File: src/rtl/softmax_row_scheduler_if.sv
// Control, stream and softmax-datapath signals of the softmax row scheduler.
// The slave modport is the scheduler itself; master is its surrounding environment.
interface softmax_row_scheduler_if #(
  parameter int INPUT_DATA_WIDTH  = 16,
  parameter int OUTPUT_DATA_WIDTH = 16,
  parameter int DATA_LENGTH       = 4,
  parameter int NUM_ROWS          = 4
) ();
  localparam int ROW_W = (NUM_ROWS > 1) ? $clog2(NUM_ROWS) : 1;

  logic                                      start;
  logic                                      busy;
  logic                                      done;
  logic                                      in_valid;
  logic                                      in_ready;
  logic [INPUT_DATA_WIDTH-1:0]               in_data;
  logic [INPUT_DATA_WIDTH*DATA_LENGTH-1:0]   sm_in;
  logic [OUTPUT_DATA_WIDTH*DATA_LENGTH-1:0]  sm_out;
  logic                                      out_valid;
  logic                                      out_ready;
  logic [OUTPUT_DATA_WIDTH-1:0]              out_data;
  logic                                      out_last_elem;
  logic                                      out_last_row;
  logic [ROW_W-1:0]                          row_idx;

  modport slave (
    input  start, in_valid, in_data, sm_out, out_ready,
    output busy, done, in_ready, sm_in, out_valid, out_data,
           out_last_elem, out_last_row, row_idx
  );

  modport master (
    output start, in_valid, in_data, sm_out, out_ready,
    input  busy, done, in_ready, sm_in, out_valid, out_data,
           out_last_elem, out_last_row, row_idx
  );
endinterface

File: src/rtl/softmax_row_scheduler.sv
// Row-at-a-time sequencer around the shared combinational softmax datapath:
// collect a row, capture the softmax result in one cycle, stream it back out.
module softmax_row_scheduler_chk #(
  parameter int OUTPUT_DATA_WIDTH = 16
) (
  input logic                         clk,
  input logic                         rst,
  input logic                         busy,
  input logic                         done,
  input logic                         in_ready,
  input logic                         out_valid,
  input logic                         out_ready,
  input logic [OUTPUT_DATA_WIDTH-1:0] out_data
);
  a_no_overlap : assert property (@(posedge clk) disable iff (rst)
    !(in_ready && out_valid));

  a_done_idle : assert property (@(posedge clk) disable iff (rst)
    done |-> !busy);

  a_out_hold : assert property (@(posedge clk) disable iff (rst)
    (out_valid && !out_ready) |=> (out_valid && $stable(out_data)));
endmodule

module softmax_row_scheduler #(
  parameter int INPUT_DATA_WIDTH  = 16,
  parameter int OUTPUT_DATA_WIDTH = 16,
  parameter int DATA_LENGTH       = 4,
  parameter int NUM_ROWS          = 4
) (
  input  logic                   clk,
  input  logic                   rst,
  softmax_row_scheduler_if.slave bus
);
  localparam int COL_W = $clog2(DATA_LENGTH);
  localparam int ROW_W = (NUM_ROWS > 1) ? $clog2(NUM_ROWS) : 1;
  localparam logic [COL_W-1:0] LAST_COL = COL_W'(DATA_LENGTH - 1);
  localparam logic [ROW_W-1:0] LAST_ROW = ROW_W'(NUM_ROWS - 1);

  typedef enum logic [1:0] {
    ST_IDLE    = 2'd0,
    ST_LOAD    = 2'd1,
    ST_COMPUTE = 2'd2,
    ST_DRAIN   = 2'd3
  } state_t;

  state_t                                   state_r;
  state_t                                   state_next_s;
  logic [COL_W-1:0]                         col_r;
  logic [COL_W-1:0]                         ocol_r;
  logic [ROW_W-1:0]                         row_r;
  logic                                     done_r;
  logic [INPUT_DATA_WIDTH-1:0]              row_mem_r [DATA_LENGTH];
  logic [OUTPUT_DATA_WIDTH-1:0]             result_r  [DATA_LENGTH];
  logic [INPUT_DATA_WIDTH*DATA_LENGTH-1:0]  sm_in_s;
  logic                                     load_hs_s;
  logic                                     drain_hs_s;
  logic                                     row_end_s;
  logic                                     matrix_end_s;

  // State register
  always_ff @(posedge clk or posedge rst) begin
    if (rst) begin
      state_r <= ST_IDLE;
    end else begin
      state_r <= state_next_s;
    end
  end

  // Next-state logic and handshake strobes
  always_comb begin
    state_next_s = state_r;
    load_hs_s    = 1'b0;
    drain_hs_s   = 1'b0;
    row_end_s    = 1'b0;
    matrix_end_s = 1'b0;
    case (state_r)
      ST_IDLE: begin
        if (bus.start) begin
          state_next_s = ST_LOAD;
        end else begin
          state_next_s = ST_IDLE;
        end
      end
      ST_LOAD: begin
        load_hs_s = bus.in_valid;
        if (load_hs_s && (col_r == LAST_COL)) begin
          state_next_s = ST_COMPUTE;
        end else begin
          state_next_s = ST_LOAD;
        end
      end
      ST_COMPUTE: begin
        state_next_s = ST_DRAIN;
      end
      ST_DRAIN: begin
        drain_hs_s   = bus.out_ready;
        row_end_s    = drain_hs_s && (ocol_r == LAST_COL);
        matrix_end_s = row_end_s && (row_r == LAST_ROW);
        if (matrix_end_s) begin
          state_next_s = ST_IDLE;
        end else if (row_end_s) begin
          state_next_s = ST_LOAD;
        end else begin
          state_next_s = ST_DRAIN;
        end
      end
      default: begin
        state_next_s = ST_IDLE;
      end
    endcase
  end

  // Counters, row register, result buffer and the done pulse
  always_ff @(posedge clk or posedge rst) begin
    if (rst) begin
      col_r  <= '0;
      ocol_r <= '0;
      row_r  <= '0;
      done_r <= 1'b0;
      for (int i = 0; i < DATA_LENGTH; i++) begin
        row_mem_r[i] <= '0;
        result_r[i]  <= '0;
      end
    end else begin
      done_r <= matrix_end_s;
      if ((state_r == ST_IDLE) && bus.start) begin
        row_r <= '0;
        col_r <= '0;
      end
      if (load_hs_s) begin
        row_mem_r[col_r] <= bus.in_data;
        col_r            <= (col_r == LAST_COL) ? '0 : col_r + COL_W'(1);
      end
      // The softmax datapath is combinational on sm_in, so one cycle suffices.
      if (state_r == ST_COMPUTE) begin
        ocol_r <= '0;
        for (int i = 0; i < DATA_LENGTH; i++) begin
          result_r[i] <= bus.sm_out[i*OUTPUT_DATA_WIDTH +: OUTPUT_DATA_WIDTH];
        end
      end
      if (drain_hs_s) begin
        ocol_r <= row_end_s ? '0 : ocol_r + COL_W'(1);
        if (matrix_end_s) begin
          row_r <= '0;
        end else if (row_end_s) begin
          row_r <= row_r + ROW_W'(1);
        end
      end
    end
  end

  // Pack the row register onto the softmax input bus
  always_comb begin
    sm_in_s = '0;
    for (int i = 0; i < DATA_LENGTH; i++) begin
      sm_in_s[i*INPUT_DATA_WIDTH +: INPUT_DATA_WIDTH] = row_mem_r[i];
    end
  end

  // Output decode from registered state
  always_comb begin
    bus.busy     = (state_r != ST_IDLE);
    bus.in_ready = (state_r == ST_LOAD);
    bus.done     = done_r;
    bus.row_idx  = row_r;
    bus.sm_in    = sm_in_s;
    if (state_r == ST_DRAIN) begin
      bus.out_valid     = 1'b1;
      bus.out_data      = result_r[ocol_r];
      bus.out_last_elem = (ocol_r == LAST_COL);
      bus.out_last_row  = (row_r == LAST_ROW);
    end else begin
      bus.out_valid     = 1'b0;
      bus.out_data      = '0;
      bus.out_last_elem = 1'b0;
      bus.out_last_row  = 1'b0;
    end
  end

  softmax_row_scheduler_chk #(
    .OUTPUT_DATA_WIDTH (OUTPUT_DATA_WIDTH)
  ) u_chk (
    .clk       (clk),
    .rst       (rst),
    .busy      (bus.busy),
    .done      (bus.done),
    .in_ready  (bus.in_ready),
    .out_valid (bus.out_valid),
    .out_ready (bus.out_ready),
    .out_data  (bus.out_data)
  );
endmodule

File: src/flat_wrapper.sv
// flat-port wrapper written by rule: the top's interface ports become plain ports
module softmax_row_scheduler_flat 
#(
  parameter int INPUT_DATA_WIDTH  = 16,
  parameter int OUTPUT_DATA_WIDTH = 16,
  parameter int DATA_LENGTH       = 4,
  parameter int NUM_ROWS          = 4
)
  (clk, rst, bus_start, bus_in_valid, bus_in_data, bus_sm_out, bus_out_ready, bus_busy, bus_done, bus_in_ready, bus_sm_in, bus_out_valid, bus_out_data, bus_out_last_elem, bus_out_last_row, bus_row_idx);
  softmax_row_scheduler_if #(.INPUT_DATA_WIDTH(INPUT_DATA_WIDTH), .OUTPUT_DATA_WIDTH(OUTPUT_DATA_WIDTH), .DATA_LENGTH(DATA_LENGTH), .NUM_ROWS(NUM_ROWS)) bus_i ();
  input  logic clk;
  input  logic rst;
  input wire logic [$bits(bus_i.start)-1:0] bus_start;
  input wire logic [$bits(bus_i.in_valid)-1:0] bus_in_valid;
  input wire logic [$bits(bus_i.in_data)-1:0] bus_in_data;
  input wire logic [$bits(bus_i.sm_out)-1:0] bus_sm_out;
  input wire logic [$bits(bus_i.out_ready)-1:0] bus_out_ready;
  output wire logic [$bits(bus_i.busy)-1:0] bus_busy;
  output wire logic [$bits(bus_i.done)-1:0] bus_done;
  output wire logic [$bits(bus_i.in_ready)-1:0] bus_in_ready;
  output wire logic [$bits(bus_i.sm_in)-1:0] bus_sm_in;
  output wire logic [$bits(bus_i.out_valid)-1:0] bus_out_valid;
  output wire logic [$bits(bus_i.out_data)-1:0] bus_out_data;
  output wire logic [$bits(bus_i.out_last_elem)-1:0] bus_out_last_elem;
  output wire logic [$bits(bus_i.out_last_row)-1:0] bus_out_last_row;
  output wire logic [$bits(bus_i.row_idx)-1:0] bus_row_idx;
  assign bus_i.start = bus_start;
  assign bus_i.in_valid = bus_in_valid;
  assign bus_i.in_data = bus_in_data;
  assign bus_i.sm_out = bus_sm_out;
  assign bus_i.out_ready = bus_out_ready;
  assign bus_busy = bus_i.busy;
  assign bus_done = bus_i.done;
  assign bus_in_ready = bus_i.in_ready;
  assign bus_sm_in = bus_i.sm_in;
  assign bus_out_valid = bus_i.out_valid;
  assign bus_out_data = bus_i.out_data;
  assign bus_out_last_elem = bus_i.out_last_elem;
  assign bus_out_last_row = bus_i.out_last_row;
  assign bus_row_idx = bus_i.row_idx;
  softmax_row_scheduler #(.INPUT_DATA_WIDTH(INPUT_DATA_WIDTH), .OUTPUT_DATA_WIDTH(OUTPUT_DATA_WIDTH), .DATA_LENGTH(DATA_LENGTH), .NUM_ROWS(NUM_ROWS)) u_core (.clk(clk), .rst(rst), .bus(bus_i));
endmodule
File: config.mk
export PLATFORM = sky130hd
export DESIGN_NAME = softmax_row_scheduler_flat
export DESIGN_NICKNAME = d
export VERILOG_FILES = /design/src/rtl/softmax_row_scheduler_if.sv /design/src/rtl/softmax_row_scheduler.sv /design/src/flat_wrapper.sv
export SDC_FILE = /design/constraint.sdc
export NUM_CORES = 1
export LEC_CHECK = 0
export CAP_MARGIN = 20
export CORE_ASPECT_RATIO = 1.25
export CORE_UTILIZATION = 30
export DETAILED_ROUTE_END_ITERATION = 8
export PLACE_DENSITY = 0.68
export SKIP_CTS_REPAIR_TIMING = 1
export SLEW_MARGIN = 20
export SYNTH_ARGS = -nofsm -noshare
export SYNTH_HDL_FRONTEND = slang
export SYNTH_SLANG_ARGS = --single-unit
File: constraint.sdc
create_clock -name clk -period 5.28 [get_ports clk]
set_clock_uncertainty 0.1 [all_clocks]
set_input_delay 1.584 -clock clk [delete_from_list [all_inputs] [get_ports clk]]
set_output_delay 1.584 -clock clk [all_outputs]
set_load 0.005 [all_outputs]
# ---- Yosys cells after proc, flatten, opt, wreduce, memory -nomap -nowiden
# Cells that the tools add are included.
dict set report word_totals {
  register_bits 137
  inputBits 85
  out_inout_bits 88
  elab_cells 65
}
dict set report classes {
  addsub 3
  order_cmp 3
  eq_ne 6
  mux 29
  bitwise_logic 2
  reduce_logical 9
}
# op count
set op_table {}
lappend op_table {{64-bit bitwise mux} 1}
lappend op_table {{16-bit two-way mux} 4}
lappend op_table {{16-bit binary-select mux with 2-bit select} 1}
lappend op_table {{16-bit demux with 2-bit select} 1}
lappend op_table {{2-bit two-way mux} 13}
lappend op_table {{2-bit equality test (second input constant)} 5}
lappend op_table {{1-bit two-way mux} 8}
lappend op_table {{2-bit one-hot mux with 4 select lines} 1}
lappend op_table {{2-bit by 1-bit adder with 2-bit output (second input constant)} 3}
lappend op_table {{3-bit greater-or-equal comparator (second input constant)} 2}
lappend op_table {{2-bit NOT with 3-bit output} 2}
lappend op_table {{2-bit nonzero test} 3}
lappend op_table {{1-bit logical AND} 5}
lappend op_table {{3-bit by 1-bit < comparator with 1-bit output (second input constant)} 1}
lappend op_table {{2-bit by 1-bit equality test with 1-bit output (second input constant)} 1}
lappend op_table {{2-bit zero test} 1}

# ---- Depth between registers and ports, before layout
dict set report logic_depth {
  depth_word 6
  depth_mapped 5
}

# ---- Worst setup path before layout
# Ideal clock, no wire load.
dict set report synth_path {
  kind {flip-flop to output port}
  from {reg u_core.ocol_r[0]}
  to {out bus_out_data[10]}
  arrival_ns 1.355
  required_time_ns 3.596
  path_slack_ns 2.241
  path_stages_with_launch 5
  path_buffers 2
  cell_sequence {dfrtp_1 -> buf_4 -> buf_6 -> mux4_2 -> and2_1}
}
dict set report synth_between {
  elab_chain_len 5
}
# element line_no
set synth_lines {}
lappend synth_lines {{start: declaration} softmax_row_scheduler.sv:50} ;# logic [COL_W-1:0] ocol_r;
lappend synth_lines {{start signal: assignment} softmax_row_scheduler.sv:143} ;# ocol_r <= row_end_s ? '0 : ocol_r + COL_W'(1);
lappend synth_lines {{2-bit NOT with 3-bit output (implied by the code)} softmax_row_scheduler.sv:170} ;# bus.out_data = result_r[ocol_r];
lappend synth_lines {{16-bit binary-select mux with 2-bit select} softmax_row_scheduler.sv:170}
lappend synth_lines {{16-bit two-way mux (implied by the code) (2 in a row)} softmax_row_scheduler.sv:170}
lappend synth_lines {{16-bit two-way mux} softmax_row_scheduler.sv:168} ;# if (state_r == ST_DRAIN) begin
lappend synth_lines {{end: declaration} flat_wrapper.sv:23} ;# output wire logic [$bits(bus_i.out_data)-1:0] bus_out_data;
# No other way between the ends. The select of a mux whose other input is x is not followed.

# ---- Worst setup path after layout
dict set report layout_path {
  from {reg u_core.ocol_r[0]}
  to {out bus_out_data[0]}
}
# The elaborated chain is that of the path after synthesis.

==> run_results.csv <==
group,metric,value,unit
sta,setup_violations,0,
final_layout,diodes,0,
floorplanning,initial_utilization,0.309,
placed_design,dpl-instance-area,7760,µm²
floorplanning,io_pins,173,
drt,drc,0,
floorplanning,design.die.area,20000,µm²
flow_run,maxCapViolations,0,
final_layout,final_common_cell,"clkdlybuf4s50_1",
drt,totalWireLength,13.8,mm
worst_setup_path,r2r_cells,3,
worst_hold_path,hold_depth,1,
cts,cts_tree,"yes",
final_layout,final_nets,632,
placed_design,dp_hpwl,9.39,mm
synth,synthesis.area,5840,µm²
synth,ys_top_cells_by_area,"dfrtp_1, mux2_2, mux4_2",
synth,yosys_register_bits,137,
sta,period_share,0.795,
status,outcome,"completed",
cts,insertion_delay,0.41,ns
drt,viasPerCell,4.66,
drt,vias,3665,
drt,ant_nets,0,
synth,ys_warn_count,0,
synth,syn_avg_cell_area,16.0,µm²
grt,grt_use_total,0.144,
synth,ys_seq_area_frac,0.587,
final_layout,post-route-cell-area,8410,µm²
grt,grt_overflow,0,
worst_setup_path,endpoint_kind,"output port",
pwr,finalPower,5.10,mW
sta,slew-limit-headroom,0.442,
pwr,p_leak,3.55,nW
sta,fmax,0.238,GHz
placed_design,place_congestion,0.700,
grt,grt_antenna_before_repair,0,
cts,numCtsBuffers,17,
synth,synth_top_area_share,0.587,
final_layout,area_delta_synth_final,44.0,%
floorplanning,die_x,127,µm
worst_setup_path,crit_path_max_fanout,13,
sta,setup_tns,0,ns
sta,min_period,4.20,ns
grt,grt_max_degree,74,
sta,rsz0062_at_grt,"false",
floorplanning,row_count,56,
cts,ctsHtreeMaxLevel,4,
worst_setup_path,cp-start-kind,"register",
synth,yosysTopAreaCell,"dfrtp_1",
drt,dr.pass1.iters,4,
worst_setup_path,worstPathArrival,2.51,ns
worst_setup_path,rrSetupSlack,2.90,ns
worst_setup_path,r2r_end,"u_core.result_r[33]",
placed_design,io_buffers,172,
cts,cts_max_path_buffers,2,
floorplanning,die_height,158,µm
grt,grt_pass1_wl,21.9,mm
worst_setup_path,timing.rr.start,"u_core.state_r[1]",
worst_hold_path,hold_start,"u_core.bus.sm_in[6]",
cts,root_buffer,"clkbuf_16",
drt,initialDrtViolationCount,121,
synth,synth_cells,366,
sta,hold_violations,0,
synth,syn_nets,457,
worst_setup_path,cp_data_required_time,3.60,ns
cts,clk_pin_slew,0.06,ns
worst_hold_path,holdPathEnd,"u_core.bus.sm_in[6]",
drt,wl_per_cell,17.5,µm
worst_setup_path,worstSetupPathType,"register to output port",
sta,slew_violations,0,
worst_setup_path,startpoint,"u_core.ocol_r[0]",
final_layout,final-instance-count-excl-fill,786,
final_layout,final_core_utilization,0.445,
pwr,powerDensity,606,nW/µm²
sta,worst_slew_pin_slew,0.836,ns
synth,synth_edf_count,0,
pwr,vdd_ir_drop_max,0.232,mV
synth,synthArstFlopShare,1.00,
placed_design,placed_cells,754,
final_layout,layout_common_cells,"clkdlybuf4s50_1, dfrtp_1, mux2_2, and2_1, clkbuf_16",
synth,synth_ff_type,"dfrtp_1",
worst_hold_path,hold_class,"register to register",
floorplanning,core,18900,µm²
final_layout,layout-drive-gt1-share,0.336,
grt,grt_pass1_vias,4025,
synth,synth_cell_types,32,
cts,cts_sinks,137,
cell usage after synthesis, drive strengths merged, types with 3 or more instances:
master and instances:
a22o 3, nand3 4, nand2 7, mux4 16, buf 16, clkbuf 4, ha 6, and3 3
mux2 128, inv 5, dfrtp 137, o21ai 6, and2 17
cell type report:
cell class,instances,area (µm²)
Clock inverter,12,188
Inverter,5,22.5
Clock buffer,20,467
Sequential cell,137,3430
Tap cell,232,290
Multi-Input combinational cell,204,2250
Fill cell,1709,10500
Timing Repair Buffer,176,1760
worst max-delay path: stages, from the launching register on:
cell	delay [ns]
dfrtp_1	0.60
buf_4	0.35
mux4_2	0.53
and2_1	0.18
clkdlybuf4s50_1	0.44
per-stage QoR:
step,hold WS (ns),worst slack (ns)
5_1_grt,0.421,0.900
4_1_cts,0.400,0.994
2_1_floorplan,0.375,1.89
6_report,0.399,1.08
3_5_place_dp,0.385,1.44
3_3_place_gp,0.376,1.49
sequential cells by signal (all words and copies together) (netlist names):
register and count:
u_core.bus.done 1, u_core.ocol_r 2, u_core.result_r 64, u_core.bus.sm_in 64, u_core.bus.row_idx 2, u_core.state_r 2
u_core.col_r 2
metal layers:
layer,share of wire,global-route usage,up-vias
met5,0,0,-
met4,0.010,0.0510,0
met3,0.071,0.0483,9
met2,0.50,0.242,119
met1,0.42,0.172,1869
li1,-,-,1668
worst max path at each step:
stage / endpoint / slack, ns
6_report: bus_out_data[0] / 1.08
4_1_cts: bus_out_data[0] / 0.99
2_1_floorplan: u_core.bus.done / 1.89
5_1_grt: bus_out_data[0] / 0.90
3_3_place_gp: bus_out_data[4] / 1.49
3_5_place_dp: bus_out_data[0] / 1.44
power breakdown:
part	switching, mW	total (mW)	internal, mW
clock network	0.472	1.31	0.835
registers	0.338	1.91	1.57
logic	0.584	1.88	1.30
total	1.39	5.10	3.70
cell families (layout without fill, tap and decap cells):
| family | after synthesis | count (layout) | synth area share |
|---|---|---|---|
| flip-flops | 137 | 137 | 0.587 |
| adder cells (fa/ha/maj) | 6 | 6 | 0.0128 |
| AO/OA/AOI/OAI | 13 | 13 | 0.0146 |
| multiplexers | 144 | 144 | 0.310 |
| buffers and inverters | 25 | 213 | 0.0289 |
| AND/OR/NAND/NOR | 41 | 41 | 0.0467 |
(Power assumes the default switching activity.)
